## config.mk

```make
export PLATFORM = sky130hd
export DESIGN_NAME = sp_ram_arb
export DESIGN_NICKNAME = d
export VERILOG_FILES = /design/src/rtl/sp_ram_arb.sv
export SDC_FILE = /design/constraint.sdc
export NUM_CORES = 1
export LEC_CHECK = 0
export ABC_AREA = 1
export CAP_MARGIN = 0
export CELL_PAD_IN_SITES_DETAIL_PLACEMENT = 0
export CELL_PAD_IN_SITES_GLOBAL_PLACEMENT = 1
export CORE_AREA = 2 2 57 59
export DETAILED_ROUTE_END_ITERATION = 7
export DIE_AREA = 0 0 59 61
export DONT_BUFFER_PORTS = 1
export PLACE_DENSITY = 0.75
export REMOVE_ABC_BUFFERS = 1
export SYNTH_ARGS = -nofsm -noshare
export SYNTH_HDL_FRONTEND = slang
export SYNTH_SLANG_ARGS = --single-unit
```

## constraint.sdc

```tcl
create_clock -name clk -period 1.8 [get_ports clk]
set_clock_uncertainty 0.15 [all_clocks]
set_input_delay 0.36 -clock clk [delete_from_list [all_inputs] [get_ports clk]]
set_output_delay 0.36 -clock clk [all_outputs]
set_load 0.01 [all_outputs]
```

## src/rtl/sp_ram_arb.sv

```systemverilog
// Two-requester round-robin arbiter in front of a single-port synchronous RAM.
// Read data returns one cycle after acceptance and is held per requester.
module sp_ram_arb #(
   parameter int DATA_W = 8,
   parameter int ADDR_W = 14
) (
   input  logic              clk,
   input  logic              rst_n,
   input  logic              r0_valid,
   output logic              r0_ready,
   input  logic              r0_we,
   input  logic [ADDR_W-1:0] r0_addr,
   input  logic [DATA_W-1:0] r0_wdata,
   output logic              r0_rvalid,
   output logic [DATA_W-1:0] r0_rdata,
   input  logic              r1_valid,
   output logic              r1_ready,
   input  logic              r1_we,
   input  logic [ADDR_W-1:0] r1_addr,
   input  logic [DATA_W-1:0] r1_wdata,
   output logic              r1_rvalid,
   output logic [DATA_W-1:0] r1_rdata,
   output logic              ram_en,
   output logic              ram_we,
   output logic [ADDR_W-1:0] ram_addr,
   output logic [DATA_W-1:0] ram_din,
   input  logic [DATA_W-1:0] ram_dout
);

   logic              last_grant;
   logic              rd_pend;
   logic              rd_owner;
   logic [DATA_W-1:0] held0;
   logic [DATA_W-1:0] held1;
   logic              gnt0;
   logic              gnt1;
   logic              rd_acc;

   // Grant: contention goes to the requester that did not win last
   always_comb begin
      gnt0 = 1'b0;
      gnt1 = 1'b0;
      if (rst_n) begin
         if (r0_valid && r1_valid) begin
            gnt0 = last_grant;
            gnt1 = ~last_grant;
         end else begin
            gnt0 = r0_valid;
            gnt1 = r1_valid;
         end
      end
   end

   assign r0_ready = gnt0;
   assign r1_ready = gnt1;
   assign rd_acc   = (gnt0 & ~r0_we) | (gnt1 & ~r1_we);

   always_comb begin
      ram_en   = 1'b0;
      ram_we   = 1'b0;
      ram_addr = '0;
      ram_din  = '0;
      if (gnt0) begin
         ram_en   = 1'b1;
         ram_we   = r0_we;
         ram_addr = r0_addr;
         ram_din  = r0_wdata;
      end else if (gnt1) begin
         ram_en   = 1'b1;
         ram_we   = r1_we;
         ram_addr = r1_addr;
         ram_din  = r1_wdata;
      end
   end

   // Response stage: RAM output is valid the cycle after an accepted read
   always_ff @(posedge clk or negedge rst_n) begin
      if (!rst_n) begin
         last_grant <= 1'b1;
         rd_pend    <= 1'b0;
         rd_owner   <= 1'b0;
         held0      <= '0;
         held1      <= '0;
      end else begin
         if (gnt0 || gnt1) last_grant <= gnt1;
         rd_pend <= rd_acc;
         if (rd_acc) rd_owner <= gnt1;
         if (rd_pend) begin
            if (rd_owner) held1 <= ram_dout;
            else          held0 <= ram_dout;
         end
      end
   end

   assign r0_rvalid = rd_pend & ~rd_owner;
   assign r1_rvalid = rd_pend & rd_owner;
   assign r0_rdata  = r0_rvalid ? ram_dout : held0;
   assign r1_rdata  = r1_rvalid ? ram_dout : held1;

endmodule

```

; Word level (Yosys, flattened, before mapping)
; Index checks and enable logic that the tools add are counted.
[totals]
rom_bits = 0
n_memories = 0
latchBits = 0
mem_bits_rw = 0
regBits = 19
inputBits = 58
output_inout_bits = 44
[op_classes]
bitwise = 9
n_eq_ne = 0
n_reduce_logical = 4
muxes = 14
n_lt_le_gt_ge = 0
n_mul = 0
div_mod_pow = 0
shift = 0
n_addsub = 0
[ops]
columns = operator, count
row1 = 2-to-1 mux 8 bit, 4
row2 = 2-to-1 mux 14 bit, 2
row3 = 2-to-1 mux 1 bit, 8
row4 = AND 1 bit, 4
row5 = NOT 1 bit, 4
row6 = AND reduction 2 bit, 2
row7 = logical AND 1 bit, 1
row8 = logical OR 1 bit, 1
row9 = OR 1 bit, 1

; Depth between registers and ports, before layout
; Gate-level depths: netlist of the first run.
[depth]
ltp_word = 5
depth_mapped = 7

; Worst setup path after synthesis of the first run
; No wires, ideal clock.
[synth_path]
kind = reg2out
from = register last_grant
to = output ram_addr[1]
path_buffers = 1
stages_incl_launch_ff = 8
path_slack_ns = 0.273
t_arrival_ns = 1.017
cell_sequence = dfstp_2 > inv_1 > nand2_1 > nand2_2 > inv_4 > buf_6 > nand2_1 > nand2_1
[synth_lines]
columns = element, line_no
row1 = from (decl), 30  ; logic last_grant;
row2 = from (signal assigned), 85  ; if (gnt0 || gnt1) last_grant <= gnt1;
row3 = 2-to-1 mux 1 bit, 44  ; if (r0_valid && r1_valid) begin
row4 = 2-to-1 mux 1 bit, 43  ; if (rst_n) begin
row5 = via r0_ready, 10  ; output logic r0_ready,
row6 = 2-to-1 mux 14 bit, 63  ; if (gnt0) begin
row7 = to (decl), 25  ; output logic [ADDR_W-1:0] ram_addr,
; The timed path passes the listed nets, and every way through them passes these cells.

; Final worst setup path of the first run
[layout_path]
from = register last_grant
to = output ram_addr[11]
[layout_between]
elab_chain_cells = 5
[layout_lines]
columns = element, line_no
row1 = NOT 1 bit, 46  ; gnt1 = ~last_grant;
row2 = 2-to-1 mux 1 bit, 44
row3 = 2-to-1 mux 1 bit, 43
row4 = 2-to-1 mux 14 bit, 68  ; end else if (gnt1) begin
row5 = 2-to-1 mux 14 bit *, 63
; Every way passes the cells marked *; elsewhere a longest branch is shown, timed or not.

==> results of run 1 <==
-- cell usage after synthesis --
master   count  area share [%]
dfstp_2      1             2.4
nor2_1       1            0.35
o21ai_0      3             1.4
dfrtp_1     18              42
o21ai_1     16             7.4
nand2_4      1             1.0
inv_1       12             4.2
nand3_1      1            0.46
a21oi_1      1            0.46
inv_2        3             1.0
buf_2        1            0.46
nand2_1     88              30
buf_6        3             3.1
buf_8        2             2.8
inv_4        2             1.2
nand2_2      3             1.7
-- critical path, cell delays in order (launching register included) --
cell and delay [ns]:
dfstp_2 0.55, inv_2 0.05, nand2_4 0.07, nand2_8 0.09, clkinvlp_4 0.13, nand2_1 0.07, nand2_2 0.08
-- sequential cells by signal (all words and copies together), names as in the netlist --
| register | flops |
|---|---|
| last_grant | 1 |
| rd_pend | 1 |
| held1 | 8 |
| rd_owner | 1 |
| held0 | 8 |
-- power by group through the flow --
| stage | Sequential, W | Combinational [W] | Clock [W] |
|---|---|---|---|
| after floorplan | 0.000605 | 0.000315 | 0 |
| after CTS | 0.000606 | 0.000465 | 0.000221 |
| after detailed placement | 0.000616 | 0.000370 | 0 |
| final | 0.000608 | 0.000496 | 0.000206 |
| after global placement | 0.000609 | 0.000363 | 0 |
| after global routing | 0.000620 | 0.000547 | 0.000244 |
-- layer usage --
| layer | track usage (%) | share of wire, % |
|---|---|---|
| met1 | 16.9 | 39 |
| met2 | 23.0 | 56 |
| met3 | 3.62 | 4.6 |
| met4 | 5.84 | 0.79 |
| met5 | 0 | 0 |
-- logic make-up (layout without fill, tap and decap cells) --
| logic type | Yosys count | after routing | synth area share (%) |
|---|---|---|---|
| simple gates | 94 | 94 | 34.1 |
| flops | 19 | 19 | 44.0 |
| compound gates | 20 | 20 | 9.24 |
| buf+inv | 23 | 29 | 12.7 |
-- per-stage QoR --
| stage | cells | util [%] |
|---|---|---|
| detailed placement | 183 | 35.8 |
| finish | 195 | 45.8 |
| floorplan | 150 | - |
| global placement | 183 | 35.8 |
| global route | 195 | 45.8 |
| CTS | 194 | 44.2 |
-- cell type report --
class | count | area (um2)
timing repair buffer | 5 | 42.5
fill | 310 | 1600
timing repair inverter | 3 | 25.0
clock buffer | 3 | 22.5
tap | 33 | 41.3
inverter | 17 | 76.3
sequential | 19 | 477
clock inverter | 1 | 5.00
multi-input combinational | 114 | 662
-- worst paths after layout --
path                       depth (start not counted)           end       start
hold / removal                                     2      rd_owner       r0_we
max in group asynchronous                          1      held0[5]       rst_n
setup reg to reg                                   6      rd_owner  last_grant
hold reg to reg                                    2      held1[5]    held1[5]
setup / recovery                                   6  ram_addr[11]  last_grant
min in group asynchronous                          1      held1[6]       rst_n
-- timing repair --
action	4_1_cts	5_1_grt
hold buffers	2	0
endpoints found under the hold margin	20	0
gates cloned	3	0
buffers inserted	2	1
setup endpoints to repair	31	40
pin swaps	13	2
gates resized for setup	55	10
-- cell usage in the layout (no fill, tap or decap), types with 2 or more instances in the layout --
| master | Yosys | final |
|---|---|---|
| o21ai_2 | 0 | 17 |
| clkbuf_4 | 0 | 3 |
| nand2_2 | 3 | 27 |
| inv_1 | 12 | 11 |
| inv_2 | 3 | 4 |
| o21ai_0 | 3 | 2 |
| dfrtp_1 | 18 | 18 |
| dlygate4sd3_1 | 0 | 2 |
| nand2_4 | 1 | 8 |
| inv_8 | 0 | 2 |
| buf_4 | 0 | 3 |
| nand2_1 | 88 | 56 |
==> metrics, run 1 <==
# Max-Cap Violations 0; vias in the first global route between 800 and 900; # clock sinks 19; Post-DP HPWL 1800 um; Vias/cell 4.99; Layout area overhead 24.7%; IO Pins between 100 and 150; leakage ~0.73 nW; synthesized flop and latch total 19; unrepaired setup endpoints after global routing yes; GPL Wtd Cong 0.705; DP Worst Slack between 0.15 and 0.2 ns; CP Class reg2out; DRC 0; Final Worst Setup Slack -0.0576 ns; Pwr Total ~0.0013 W; Unique masters post-synth 16; Clock Latency Late Sink slightly below 0.3 ns; final hold violation count 0; Slew headroom 45.3%; yosys warns 0; chip height slightly above 60 um; Clock Pin Slew Worst Setup and Hold Paths between 0.1 and 0.15 ns; clock root buffer clkbuf_4; I/O Buffers 0; clock buffer depth 2; Required @ worst endpoint 1.29 ns; antenna violations before repair 0; sequential share of the synthesized area 44.0%; R2R Setup Slk around 0.50 ns; H-tree Lvls 1; critical path arrival 1.35 ns; DRT Pass-1 Iters 4; GR Util All Layers 13.8%; DP Area 0.00106 mm2; pin count of the biggest net entering global routing 24; power density cells roughly 970 mW/mm2; CP max FO 5; Core ar. a little under 0.003 mm2; vias around 1000; Startpoint Class flip-flop; TritonCTS Buffers 3; crit end category primary output; CTS tree built; routed wire length about 2800 um; first-pass GRT wire length between 3000 and 4000 um; post-synthesis cell count roughly 160; sequential power share ~46%; fraction of layout cells with a size suffix above 1 ~43%; final hold slack 0.0780 ns; final instance area 0.00135 mm2; Nets between 200 and 250; status complete, but fails checks; DR iter-0 viols 21; Synth Cell Area 0.00108 mm2; Final Max Slew Viols 0; worst slew pin tran a little over 0.8 ns; Max Freq 538 MHz; NetSw between 0.0005 and 0.0006 W; Post-DRT Antenna Nets 0; final worst-path cycle share 103%; total global routing overflow 0; setup_tns -0.637 ns; Antenna Cells 0; Die W 59 um; VDD IR max ~0.0004 V; clock share of power roughly 16%; Syn Area/Cell 6.95 um2; Initial Utilization 36.7%; Die ar. approximately 0.0036 mm2; final worst path period need 1.86 ns; failing checks setup timing; min-delay worst type in2reg; internal power between 0.0007 and 0.0008 W; Final setup viols 20; Comb pwr share between 30% and 40%; Avg WL per Cell ~14 um; Sw Share between 30% and 40%; FP Rows 20
Power figures use the tool's default switching activity.
==> run 2, diff against run 1 <==
SKIP_CTS_REPAIR_TIMING = 1   (was not set)
==> metrics, run 2 (same netlist as run 1, synthesis figures left out) <==
R2R Setup Slk 0.46 ns (was 0.50 ns); # Max-Cap Violations 0 (unchanged); DRT Pass-1 Iters 4 (unchanged); Layout area overhead 29.0% (was 24.7%); TritonCTS Buffers 3 (unchanged); leakage 0.758 nW (was 0.730 nW); Nets 218 (was 221); FF-to-FF Start last_grant (unchanged); crit end category primary output (unchanged); most frequent cells in the layout nand2_1 (50), nand2_2 (21), nand2_4 (20) (was nand2_1 (56), nand2_2 (27), dfrtp_1 (18)); largest registers held0: 8 flops, held1: 8 flops (unchanged); status complete, but fails checks (unchanged); power density cells 924 mW/mm2 (was 970 mW/mm2); failing checks setup timing (unchanged); unrepaired setup endpoints after global routing yes (unchanged); Max Freq 538 MHz (about the same); I/O Buffers 0 (unchanged); DRC 0 (unchanged); commonest non-fill, non-tap cell in the layout nand2_1 (unchanged); Die W 59 um (unchanged); routed wire length 2760 um (was 2800 um); chip height 61 um (unchanged); Avg WL per Cell 14.4 um (was 14.3 um); Initial Utilization 36.7% (unchanged); Final Worst Setup Slack -0.0604 ns (was -0.0576 ns); worst slew pin tran 0.816 ns (was 0.817 ns); Antenna Cells 0 (unchanged); multi-input logic area 711 um2 (was 662 um2); Filler cells 303 (was 310); Vias/cell 5.07 (was 4.99); CTS tree built (unchanged); final worst path period need 1.86 ns (about the same); min-delay worst type in2reg (unchanged); vias in the first global route 672 (was 822); Startpoint Class flip-flop (unchanged); Reg area 477 um2 (unchanged); GR Util All Layers 10.9% (was 13.8%); vias 973 (unchanged); DP Worst Slack 0.174 ns (unchanged); total global routing overflow 0 (unchanged); clock root buffer clkbuf_4 (unchanged); final worst-path cycle share 103% (about the same); CP max FO 8 (was 5); critical path arrival 1.35 ns (about the same); fraction of layout cells with a size suffix above 1 41.5% (was 43.2%); GPL Wtd Cong 0.705 (unchanged); # clock sinks 19 (unchanged); clock buffer depth 2 (unchanged); Post-DRT Antenna Nets 0 (unchanged); Final Max Slew Viols 0 (unchanged); Final setup viols 23 (was 20); Required @ worst endpoint 1.29 ns (about the same); antenna violations before repair 0 (unchanged); FP Rows 20 (unchanged); H-tree Lvls 1 (unchanged); first-pass GRT wire length 2930 um (was 3710 um); CP Class reg2out (unchanged); placed instance count 183 (unchanged); Slew headroom 45.4% (was 45.3%); Worst setup startpoint last_grant (unchanged); DR iter-0 viols 23 (was 21); hold path startpoint r0_we (unchanged); final non-filler cell total 192 (was 195); Clock Latency Late Sink 0.30 ns (was 0.29 ns); Clock Pin Slew Worst Setup and Hold Paths 0.11 ns (about the same); final hold violation count 0 (unchanged); pin count of the biggest net entering global routing 25 (was 24); Core ar. 0.00295 mm2 (unchanged); Die ar. 0.00360 mm2 (unchanged); VDD IR max 0.000412 V (was 0.000411 V); IO Pins 102 (unchanged); Post-DP HPWL 1800 um (unchanged)
-- run 2: final timing paths --
kind	cells past startpoint	end
min in group asynchronous	1	held1[6]
max reg2reg	6	rd_owner
min	2	rd_owner
min reg2reg	2	held0[5]
max in group asynchronous	1	held0[5]
max	6	ram_addr[4]
-- run 2: worst max-delay path: stages, from the launching register on --
cell	delay, ns
dfstp_2	0.56
inv_2	0.05
nand2_4	0.08
nand2_8	0.10
clkinv_8	0.12
nand2_4	0.06
nand2_4	0.08
-- run 2: layer usage --
metal  vias up  track usage [%]  share of wire, %
met5         -                0                 0
met4         0             5.84               1.3
met3         4             3.41               5.0
met2        44             15.7                57
met1       444             14.6                36
li1        481                -                 -
-- run 2: final cells by class --
| class | count | share of cell area (%) |
|---|---|---|
| Tap cell | 33 | 2.95 |
| Clock buffer | 3 | 1.61 |
| Inverter | 17 | 5.82 |
| Timing Repair Buffer | 3 | 1.97 |
| Sequential cell | 19 | 34.1 |
| Multi-Input combinational cell | 114 | 50.9 |
| Clock inverter | 1 | 0.358 |
| Timing Repair inverter | 2 | 2.33 |
-- run 2: report_power, final --
part	switching, W	internal [W]	leakage (nW)
registers	0.0000402	0.000565	0.231
clock network	0.000125	0.0000827	0.0177
logic	0.000342	0.000136	0.510
-- run 2: per-stage QoR --
step	TNS [ns]	hold slack [ns]	utilization (%)	cell area, um2	power (W)
2_1_floorplan	0	-0.0856	-	1010	0.000920
5_1_grt	-3.81	0.0622	47.3	1400	0.00139
6_report	-0.704	0.0825	47.3	1400	0.00129
4_1_cts	-3.56	-0.423	36.7	1080	0.00120
3_3_place_gp	0	-0.0852	35.8	1060	0.000973
3_5_place_dp	0	-0.0852	35.8	1060	0.000986
==> run 3, diff against run 2 <==
SKIP_LAST_GASP = 1   (was not set)
==> metrics, run 3 (same netlist as run 1, synthesis figures left out) <==
clock buffer depth 2 (unchanged); status complete, but fails checks (unchanged); DRC 0 (unchanged); DR iter-0 viols 16 (was 23); Final Worst Setup Slack -0.0586 ns (was -0.0604 ns); GR Util All Layers 10.9% (unchanged); DRT Pass-1 Iters 3 (was 4); # Max-Cap Violations 0 (unchanged); Reg-to-Reg End rd_owner (unchanged); leakage 0.753 nW (was 0.758 nW); min-delay worst type in2reg (unchanged); total global routing overflow 0 (unchanged); Die ar. 0.00360 mm2 (unchanged); hold path startpoint r0_we (unchanged); Post-DP HPWL 1800 um (unchanged); FP Rows 20 (unchanged); Required @ worst endpoint 1.29 ns (about the same); Slew headroom 45.4% (about the same); Vias/cell 5.03 (was 5.07); Pwr Total 0.00129 W (about the same); fraction of layout cells with a size suffix above 1 39.0% (was 41.5%); Initial Utilization 36.7% (unchanged); power density cells 937 mW/mm2 (was 924 mW/mm2); commonest non-fill, non-tap cell in the layout nand2_1 (unchanged); chip height 61 um (unchanged); largest registers held0: 8 flops, held1: 8 flops (unchanged); critical path arrival 1.35 ns (about the same); crit end category primary output (unchanged); CP Class reg2out (unchanged); CTS tree built (unchanged); H-tree Lvls 1 (unchanged); TritonCTS Buffers 3 (unchanged); Final setup viols 23 (unchanged); DP Worst Slack 0.174 ns (unchanged); final worst-path cycle share 103% (about the same); CP max FO 8 (unchanged); final hold violation count 0 (unchanged); Nets 218 (unchanged); pin count of the biggest net entering global routing 25 (unchanged); Clock Latency Late Sink 0.30 ns (about the same); Antenna Cells 0 (unchanged); hold worst-path end rd_owner (unchanged); most frequent cells in the layout nand2_1 (54), nand2_2 (19), nand2_4 (18), dfrtp_1 (18), inv_1 (11) (was nand2_1 (50), nand2_2 (21), nand2_4 (20)); antenna violations before repair 0 (unchanged); Core ar. 0.00295 mm2 (unchanged); Avg WL per Cell 14.0 um (was 14.4 um); DP Area 0.00106 mm2 (unchanged); failing checks setup timing (unchanged); final worst path period need 1.86 ns (about the same); GPL Wtd Cong 0.705 (unchanged); # clock sinks 19 (unchanged); Startpoint Class flip-flop (unchanged); worst r2r path cells 6 (unchanged); unrepaired setup endpoints after global routing yes (unchanged); Layout area overhead 26.7% (was 29.0%); Die W 59 um (unchanged); IO Pins 102 (unchanged); vias 966 (was 973); I/O Buffers 0 (unchanged); Max Freq 538 MHz (about the same); final instance area 0.00137 mm2 (was 0.00140 mm2); Final Max Slew Viols 0 (unchanged); Filler cells 306 (was 303); routed wire length 2680 um (was 2760 um); Post-DRT Antenna Nets 0 (unchanged); worst slew pin tran 0.817 ns (was 0.816 ns); FF-to-FF Start last_grant (unchanged); hold depth 2 (unchanged); vias in the first global route 672 (unchanged); clock root buffer clkbuf_4 (unchanged); VDD IR max 0.000412 V (about the same); first-pass GRT wire length 2930 um (unchanged); Clock Pin Slew Worst Setup and Hold Paths 0.11 ns (about the same); R2R Setup Slk 0.47 ns (was 0.46 ns)
## run 3: how the worst max path moves through the flow
stage,slack [ns],endpoint,from
global route,-0.13,ram_addr[4],last_grant
detailed placement,0.17,ram_we,last_grant
floorplan,0.26,ram_we,last_grant
global placement,0.19,ram_we,last_grant
finish,-0.06,ram_addr[4],last_grant
CTS,-0.18,ram_we,last_grant
## run 3: layer usage
| layer | share of wire, % | vias up | global-route usage, % |
|---|---|---|---|
| met5 | 0 | - | 0 |
| met4 | 1.3 | 0 | 5.84 |
| met3 | 5.0 | 4 | 3.41 |
| met2 | 55 | 42 | 15.7 |
| met1 | 38 | 438 | 14.6 |
| li1 | - | 482 | - |
## run 3: layout make-up
cell class	instances	area (um2)	area share (%)
multi-input combinational	114	691	50.3
sequential	19	477	34.7
inverter	17	81.3	5.93
tap	33	41.3	3.01
timing repair buffer	3	27.5	2.01
timing repair inverter	2	27.5	2.01
clock buffer	3	22.5	1.64
clock inverter	1	5.00	0.365
## run 3: through the flow
| step | util [%] | std cells | hold WS, ns | TNS, ns |
|---|---|---|---|---|
| 2_1_floorplan | - | 150 | -0.0856 | 0 |
| 3_3_place_gp | 35.8 | 183 | -0.0852 | 0 |
| 3_5_place_dp | 35.8 | 183 | -0.0852 | 0 |
| 4_1_cts | 36.7 | 187 | -0.423 | -3.56 |
| 5_1_grt | 46.5 | 192 | 0.0622 | -3.84 |
| 6_report | 46.5 | 192 | 0.0825 | -0.656 |
## run 3: worst max-delay path: stages (launching register included)
cell	delay (ns)
dfstp_2	0.56
inv_2	0.05
nand2_4	0.08
nand2_8	0.10
clkinv_8	0.12
nand2_4	0.06
nand2_4	0.08
## run 3: where the power goes
| part | leakage [nW] | internal, W | switching (W) | total [W] |
|---|---|---|---|---|
| Combinational | 0.504 | 0.000134 | 0.000339 | 0.000473 |
| Sequential | 0.231 | 0.000565 | 0.0000402 | 0.000606 |
| Clock | 0.0177 | 0.0000827 | 0.000125 | 0.000208 |
| Total | 0.753 | 0.000782 | 0.000504 | 0.00129 |
